File: config.mk
export PLATFORM = sky130hd
export DESIGN_NAME = mc_control_fsm
export DESIGN_NICKNAME = d
export VERILOG_FILES = /design/src/rtl/mc_pkg.sv /design/src/rtl/mc_wait_timer.sv /design/src/rtl/mc_control_fsm.sv
export SDC_FILE = /design/constraint.sdc
export NUM_CORES = 1
export LEC_CHECK = 0
export ABC_CLOCK_PERIOD_IN_PS = 2600
export CAP_MARGIN = 5
export CORE_AREA = 2 2 47 49
export DETAILED_ROUTE_END_ITERATION = 10
export DIE_AREA = 0 0 49 51
export PLACE_DENSITY = 0.83
export SYNTH_ARGS = -nofsm -noshare
export SYNTH_HDL_FRONTEND = slang
export SYNTH_SLANG_ARGS = --single-unit
File: constraint.sdc
create_clock -name clk -period 2.6 [get_ports clk]
set_clock_uncertainty 0.05 [all_clocks]
set_input_delay 0.39 -clock clk [delete_from_list [all_inputs] [get_ports clk]]
set_output_delay 0.39 -clock clk [all_outputs]
set_load 0.005 [all_outputs]
File: src/rtl/mc_pkg.sv
// mc_pkg: shared types and encodings for the
// multicycle control unit.
package mc_pkg;

  typedef enum logic [3:0] {
    S_FETCH    = 4'd0,
    S_DECODE   = 4'd1,
    S_MEM_ADDR = 4'd2,
    S_MEM_RD   = 4'd3,
    S_MEM_WB   = 4'd4,
    S_MEM_WR   = 4'd5,
    S_R_EXEC   = 4'd6,
    S_R_WB     = 4'd7,
    S_BRANCH   = 4'd8,
    S_JUMP     = 4'd9,
    S_I_EXEC   = 4'd10,
    S_I_WB     = 4'd11,
    S_FAULT    = 4'd15
  } state_t;

  localparam logic [5:0] OP_RTYPE = 6'b000000;
  localparam logic [5:0] OP_LW    = 6'b100011;
  localparam logic [5:0] OP_SW    = 6'b101011;
  localparam logic [5:0] OP_BEQ   = 6'b000100;
  localparam logic [5:0] OP_BNE   = 6'b000101;
  localparam logic [5:0] OP_J     = 6'b000010;
  localparam logic [5:0] OP_ADDI  = 6'b001000;

  localparam int unsigned SRCB_B     = 0;
  localparam int unsigned SRCB_FOUR  = 1;
  localparam int unsigned SRCB_SEXT  = 2;
  localparam int unsigned SRCB_SHIFT = 3;

  localparam logic [1:0] PCS_ALU    = 2'd0;
  localparam logic [1:0] PCS_ALUOUT = 2'd1;
  localparam logic [1:0] PCS_JUMP   = 2'd2;

  localparam logic [1:0] ALU_ADD   = 2'd0;
  localparam logic [1:0] ALU_SUB   = 2'd1;
  localparam logic [1:0] ALU_FUNCT = 2'd2;

  function automatic logic is_wait_state(
    input state_t s
  );
    return (s == S_FETCH) ||
           (s == S_MEM_RD) ||
           (s == S_MEM_WR);
  endfunction

endpackage

File: src/rtl/mc_wait_timer.sv
// mc_wait_timer: counts memory wait cycles and
// flags a timeout on the last permitted one.
module mc_wait_timer #(
  parameter int MEM_TIMEOUT = 15
) (
  input  logic clk,
  input  logic reset,
  input  logic active,
  input  logic mem_ready,
  output logic timeout
);

  localparam int CW = $clog2(MEM_TIMEOUT + 1);

  logic [CW-1:0] cnt;

  assign timeout = active && !mem_ready &&
                   (cnt == CW'(MEM_TIMEOUT - 1));

  // count stalled cycles; restart whenever no access is pending
  always_ff @(posedge clk or negedge reset) begin
    if (!reset) begin
      cnt <= '0;
    end else if (!active || mem_ready || timeout) begin
      cnt <= '0;
    end else begin
      cnt <= cnt + 1'b1;
    end
  end

endmodule

File: src/rtl/mc_control_fsm.sv
// mc_control_fsm: multicycle MIPS control unit with
// memory handshake, watchdog and illegal-opcode trap.
module mc_control_fsm
  import mc_pkg::*;
#(
  parameter int OPCODE_W    = 6,
  parameter int ALUSRCB_W   = 3,
  parameter int MEM_TIMEOUT = 15,
  parameter int HAS_BNE     = 1
) (
  input  logic                 clk,
  input  logic                 reset,
  input  logic [OPCODE_W-1:0]  opcode,
  input  logic                 zero,
  input  logic                 mem_ready,
  output logic                 PCWrite,
  output logic                 PCWriteCond,
  output logic                 PCWriteCondInv,
  output logic                 IorD,
  output logic                 MemRead,
  output logic                 MemWrite,
  output logic                 MemtoReg,
  output logic                 IRWrite,
  output logic                 ALUSrcA,
  output logic                 RegWrite,
  output logic                 RegDst,
  output logic [1:0]           PCSource,
  output logic [1:0]           ALUOp,
  output logic [ALUSRCB_W-1:0] ALUSrcB,
  output logic                 pc_en,
  output logic [3:0]           state,
  output logic                 fault
);

  localparam logic [OPCODE_W-1:0] OPC_R =
    OPCODE_W'(OP_RTYPE);
  localparam logic [OPCODE_W-1:0] OPC_LW =
    OPCODE_W'(OP_LW);
  localparam logic [OPCODE_W-1:0] OPC_SW =
    OPCODE_W'(OP_SW);
  localparam logic [OPCODE_W-1:0] OPC_BEQ =
    OPCODE_W'(OP_BEQ);
  localparam logic [OPCODE_W-1:0] OPC_BNE =
    OPCODE_W'(OP_BNE);
  localparam logic [OPCODE_W-1:0] OPC_J =
    OPCODE_W'(OP_J);
  localparam logic [OPCODE_W-1:0] OPC_ADDI =
    OPCODE_W'(OP_ADDI);

  state_t st;
  state_t nxt;
  logic   in_wait;
  logic   timeout;
  logic   is_r;
  logic   is_mem;
  logic   is_beq;
  logic   is_bne;
  logic   is_br;
  logic   is_j;
  logic   is_i;

  assign in_wait = is_wait_state(st);
  assign is_r    = (opcode == OPC_R);
  assign is_mem  = (opcode == OPC_LW) ||
                   (opcode == OPC_SW);
  assign is_beq  = (opcode == OPC_BEQ);
  assign is_bne  = (HAS_BNE != 0) &&
                   (opcode == OPC_BNE);
  assign is_br   = is_beq || is_bne;
  assign is_j    = (opcode == OPC_J);
  assign is_i    = (opcode == OPC_ADDI);

  mc_wait_timer #(
    .MEM_TIMEOUT(MEM_TIMEOUT)
  ) u_timer (
    .clk      (clk),
    .reset    (reset),
    .active   (in_wait),
    .mem_ready(mem_ready),
    .timeout  (timeout)
  );

  // next-state selection; mem_ready beats the watchdog
  always_comb begin
    nxt = st;
    unique case (st)
      S_FETCH: begin
        if (mem_ready)    nxt = S_DECODE;
        else if (timeout) nxt = S_FAULT;
      end
      S_DECODE: begin
        unique case (1'b1)
          is_r:    nxt = S_R_EXEC;
          is_mem:  nxt = S_MEM_ADDR;
          is_br:   nxt = S_BRANCH;
          is_j:    nxt = S_JUMP;
          is_i:    nxt = S_I_EXEC;
          default: nxt = S_FAULT;
        endcase
      end
      S_MEM_ADDR:
        nxt = (opcode == OPC_SW) ? S_MEM_WR
                                 : S_MEM_RD;
      S_MEM_RD: begin
        if (mem_ready)    nxt = S_MEM_WB;
        else if (timeout) nxt = S_FAULT;
      end
      S_MEM_WR: begin
        if (mem_ready)    nxt = S_FETCH;
        else if (timeout) nxt = S_FAULT;
      end
      S_MEM_WB: nxt = S_FETCH;
      S_R_EXEC: nxt = S_R_WB;
      S_R_WB:   nxt = S_FETCH;
      S_BRANCH: nxt = S_FETCH;
      S_JUMP:   nxt = S_FETCH;
      S_I_EXEC: nxt = S_I_WB;
      S_I_WB:   nxt = S_FETCH;
      S_FAULT:  nxt = S_FAULT;
      default:  nxt = S_FAULT;
    endcase
  end

  // state register and sticky fault flag
  always_ff @(posedge clk or negedge reset) begin
    if (!reset) begin
      st    <= S_FETCH;
      fault <= 1'b0;
    end else begin
      st    <= nxt;
      fault <= (nxt == S_FAULT);
    end
  end

  // strobe decode from the current state
  always_comb begin
    PCWrite        = 1'b0;
    PCWriteCond    = 1'b0;
    PCWriteCondInv = 1'b0;
    IorD           = 1'b0;
    MemRead        = 1'b0;
    MemWrite       = 1'b0;
    MemtoReg       = 1'b0;
    IRWrite        = 1'b0;
    ALUSrcA        = 1'b0;
    RegWrite       = 1'b0;
    RegDst         = 1'b0;
    PCSource       = PCS_ALU;
    ALUOp          = ALU_ADD;
    ALUSrcB        = ALUSRCB_W'(SRCB_B);
    unique case (st)
      S_FETCH: begin
        MemRead = 1'b1;
        ALUSrcB = ALUSRCB_W'(SRCB_FOUR);
        IRWrite = mem_ready && reset;
        PCWrite = mem_ready && reset;
      end
      S_DECODE:
        ALUSrcB = ALUSRCB_W'(SRCB_SHIFT);
      S_MEM_ADDR, S_I_EXEC: begin
        ALUSrcA = 1'b1;
        ALUSrcB = ALUSRCB_W'(SRCB_SEXT);
      end
      S_MEM_RD: begin
        MemRead = 1'b1;
        IorD    = 1'b1;
      end
      S_MEM_WB: begin
        RegWrite = 1'b1;
        MemtoReg = 1'b1;
      end
      S_MEM_WR: begin
        MemWrite = 1'b1;
        IorD     = 1'b1;
      end
      S_R_EXEC: begin
        ALUSrcA = 1'b1;
        ALUOp   = ALU_FUNCT;
      end
      S_R_WB: begin
        RegWrite = 1'b1;
        RegDst   = 1'b1;
      end
      S_BRANCH: begin
        ALUSrcA        = 1'b1;
        ALUOp          = ALU_SUB;
        PCSource       = PCS_ALUOUT;
        PCWriteCond    = is_beq;
        PCWriteCondInv = is_bne;
      end
      S_JUMP: begin
        PCWrite  = 1'b1;
        PCSource = PCS_JUMP;
      end
      S_I_WB:
        RegWrite = 1'b1;
      default: ;
    endcase
  end

  assign pc_en = PCWrite ||
                 (PCWriteCond && zero) ||
                 (PCWriteCondInv && !zero);

  assign state = st;

endmodule

==> results.md <==
Route:
- The routed length per instance is 12.5 um.
- The per-cell via count in the routed design is 5.51.
- For this block, the initial DRC count from the detailed router was 33.
- The highest layer touched by signal routing is met4.
- The length of routed wiring on met1 is 1040 um.
- The post-route antenna net violation count is 0.
- The vias after detailed routing is 1014.
- The met2 wire length is 1030 um.
- For this run, the detailed router's first-pass iteration total came to 4.
- For this run, design rule violations remaining after detail routing come to 0.
- After detailed routing, the total wire length is 2290 um.
- The routed wire length on met3 is 176 um.

Outcome:
- The run finished with clean final reports.

Placement:
- OpenSTA, run right after detailed placement, puts the worst setup slack at -70.2 ps.
- The placed cell count is 180.
- The wire-length estimate of the detail-placed layout is 1850 um.
- Routability-driven placement finished with a final weighted congestion of 0.853.
- The placed cell area is 0.00128 sq mm.
- The port buffer count is 32.

Cells and area:
- The most common cell after layout, fill and taps aside is sky130_fd_sc_hd__clkdlybuf4s50_1.
- The post-route cell area is 0.00131 sq mm.
- The total inserted antenna cells is 0.
- Relative to the synthesized area, the layout overhead comes to 48.1%.
- The net count of the finished layout is 169.
- Leaving out fill and tap cells, the most frequent cells in the layout are sky130_fd_sc_hd__clkdlybuf4s50_1 (30), sky130_fd_sc_hd__nor2_1 (20), sky130_fd_sc_hd__buf_4 (12).
- The final non-filler cell total is 184.
- The fill cell instance count of the final layout is 185.
- Of the cells placed in the final design, the portion with a size suffix greater than 1 is 15.4%.

Setup path:
- The data arrival time of the critical path is 1930 ps.
- STA classifies the critical path endpoint as a primary output.
- The critical path goes through or2_1 -> nor2_1 -> nand3_1 -> nor2_1 -> clkdlybuf4s50_1.
- The most numerous cell on the critical path is sky130_fd_sc_hd__nor2_1.
- The largest single stage delay on the critical path is 510 ps.
- Along the worst path, the maximum fanout reaches 7.
- The kind of critical path is reg -> out.
- The critical path data required time is 2160 ps.
- The slowest library cell on the worst path is sky130_fd_sc_hd__clkdlybuf4s50_1.
- The worst setup path is launched from a flop.

STA:
- The worst path in the final design needs a cycle of 2370 ps, including I/O delays and setup.
- The number of pins exceeding their max-slew limit in the final report came to 0.
- The number of hold-slack violations in the final timing report is 0.
- Setup violations remaining at the end of the flow were counted as 0.
- Setup repair after global routing left no endpoint under its margin.
- Of the available clock period, the critical path in the final layout requires 91.1%.
- The slack of the critical path is 231 ps.
- Timing would allow up to 422 MHz.

Die:
- For this configuration, the core starts out at a cell density of 43.0%.
- The overall die width is 49 um.
- The die covers 0.00250 sq mm.
- In this run the standard cell core region covers 0.00206 sq mm.
- The initialized floorplan defines 17 standard-cell rows.
- The chip height is 51 um.
- During I/O placement, the number of pins put on the boundary was 34.

Yosys:
- For this run, the register share of the synthesized area comes to 25.4%.
- The synthesized design devotes to its leading area cell type 25.4% of total area.
- For this run, asynchronously set or reset flops after synthesis account for 100%.
- The synthesized design spends more area on one cell type than any other, namely sky130_fd_sc_hd__dfrtp_1.
- The area of the mapped netlist is 887 sq um.
- Synthesis produced a netlist whose cell count is 116.
- Sorting the synthesized cells by area gives the leading types as sky130_fd_sc_hd__dfrtp_1 (25%), sky130_fd_sc_hd__nor2_1 (8.5%), sky130_fd_sc_hd__a21oi_1 (5.1%).
- The count of flip-flops with a built-in enable after synthesis is 0.
- The distinct cell type count of the synthesized netlist is 43.
- Synthesis produced a netlist with a net count of 128.
- The total of warnings raised by yosys is 0.
- The synthesized area per cell is 7.65 sq um.
- After synthesis the netlist holds a flip-flop and latch count of 9.
- The dominant synthesized flop cell is sky130_fd_sc_hd__dfrtp_1.

CTS:
- The setup fix buffers added after clock tree synthesis is 0.
- The clock sink count is 9.
- TritonCTS built the clock tree.
- The clock edge transition at the registers on the reported setup and hold paths is 60 ps.
- The number of buffers added to fix hold violations after cts is 0.
- The number of buffers added by the clock tree synthesis step is 3.
- The latest clock arrival within the worst-skew pair is 260 ps.
- CTS built an H-tree with a depth of 1.
- The cell chosen for the clock root is sky130_fd_sc_hd__clkbuf_4.
- The number of buffers on the longest clock path is 2.

Power and ir drop:
- IR analysis of the VDD net gives a maximum drop of 0.000606 V.
- In this run the static leakage power is 0.000557 uW.
- The ratio of total power to cell area is 945 mW/mm^2.

Global route:
- The number of antenna violations at the first check in global routing is 0.
- The maximum number of pins on one net before global-route repair is 21.
- The first-pass GRT wire length is 3830 um.
- The number of global-route vias before repair is 887.
- In the global route stage, overall resource usage came out at 19.2%.
- The global route total overflow is 0.

Flow run:
- The max-capacitance violation count is 0.

Worst hold path:
- The tightest min-delay check is of the in -> async type.
-- worst max-delay path: cells and delay by family, from the launching register on --
family | cells | cell delay, ps
buf+inv | 1 | 510
flops | 1 | 430
simple gates | 4 | 730
-- per-stage QoR --
step | hold WS, ps | utilization [%] | power [uW] | TNS, ps
after floorplan | 44.4 | - | 735 | 0
after global placement | 427 | 62.1 | 1100 | -26.1
after detailed placement | 439 | 62.1 | 1130 | -70.2
after CTS | 395 | 63.6 | 1240 | 0
after global routing | 397 | 63.7 | 1340 | 0
final | 390 | 63.7 | 1240 | 0
-- flip-flops by register name, summed over array words and instances, names as in the netlist --
signal	count
fault	1
state	4
u_timer.cnt	4
-- worst paths after layout --
check | startpoint | slack (ps) | endpoint | depth (start not counted)
min reg2reg | u_timer.cnt[0] | 440 | u_timer.cnt[0] | 1
max | state[0] | 230 | PCWriteCondInv | 5
min in group clk | u_timer.cnt[0] | 440 | u_timer.cnt[0] | 1
max reg2reg | state[3] | 740 | fault | 5
min | reset | 390 | u_timer.cnt[1] | 2
max in group asynchronous | reset | 1970 | state[2] | 2
-- synth_stat cells, drive strengths merged (2+ instances only) --
master  instances
or2b            3
nor3b           4
buf             8
or3             2
nand3           4
xor2            2
inv             2
a211oi          3
o21ai           3
a21oi           9
nand2b          2
o21bai          2
nor2b           3
nor3            2
and3            2
xnor2           4
or2             3
a31oi           2
dfrtp           9
nand2           7
ha              2
o22ai           3
nor2           20
-- power by group --
part | leakage [uW] | internal [uW] | total (uW) | switching [uW]
clock | 0.0000150 | 58.9 | 104 | 44.8
combinational | 0.000423 | 471 | 900 | 429
sequential | 0.000118 | 190 | 238 | 48.0
-- area by class of cell --
type	count	area [sq um]	area share [%]
Tap cell	28	35.0	2.67
Clock buffer	4	26.3	2.00
Multi-Input combinational cell	97	608	46.3
Timing Repair Buffer	44	412	31.3
Sequential cell	9	225	17.1
Inverter	2	7.51	0.571
-- repair_timing --
action                                  in CTS  in global routing
pin swaps                                    1                  0
gates resized for setup                      2                  1
hold endpoints to repair                     0                  0
endpoints found under the setup margin       1                  1
-- cells by family after synthesis --
family / Yosys count / share of synthesized area, %
buffers and inverters: 10 / 6.63
other: 1 / 0.423
DFF: 9 / 25.4
adders and majority gates: 2 / 2.82
and+or+nand+nor: 59 / 37.4
AOI/OAI and AO/OA: 29 / 21.4
xor gates and xnor gates: 6 / 5.92
-- routing by layer --
layer	up-vias	GRT usage, %
li1	494	-
met1	456	24.0
met2	58	32.6
met3	6	4.09
met4	0	7.14
met5	-	0
Power figures use the tool's default switching activity.
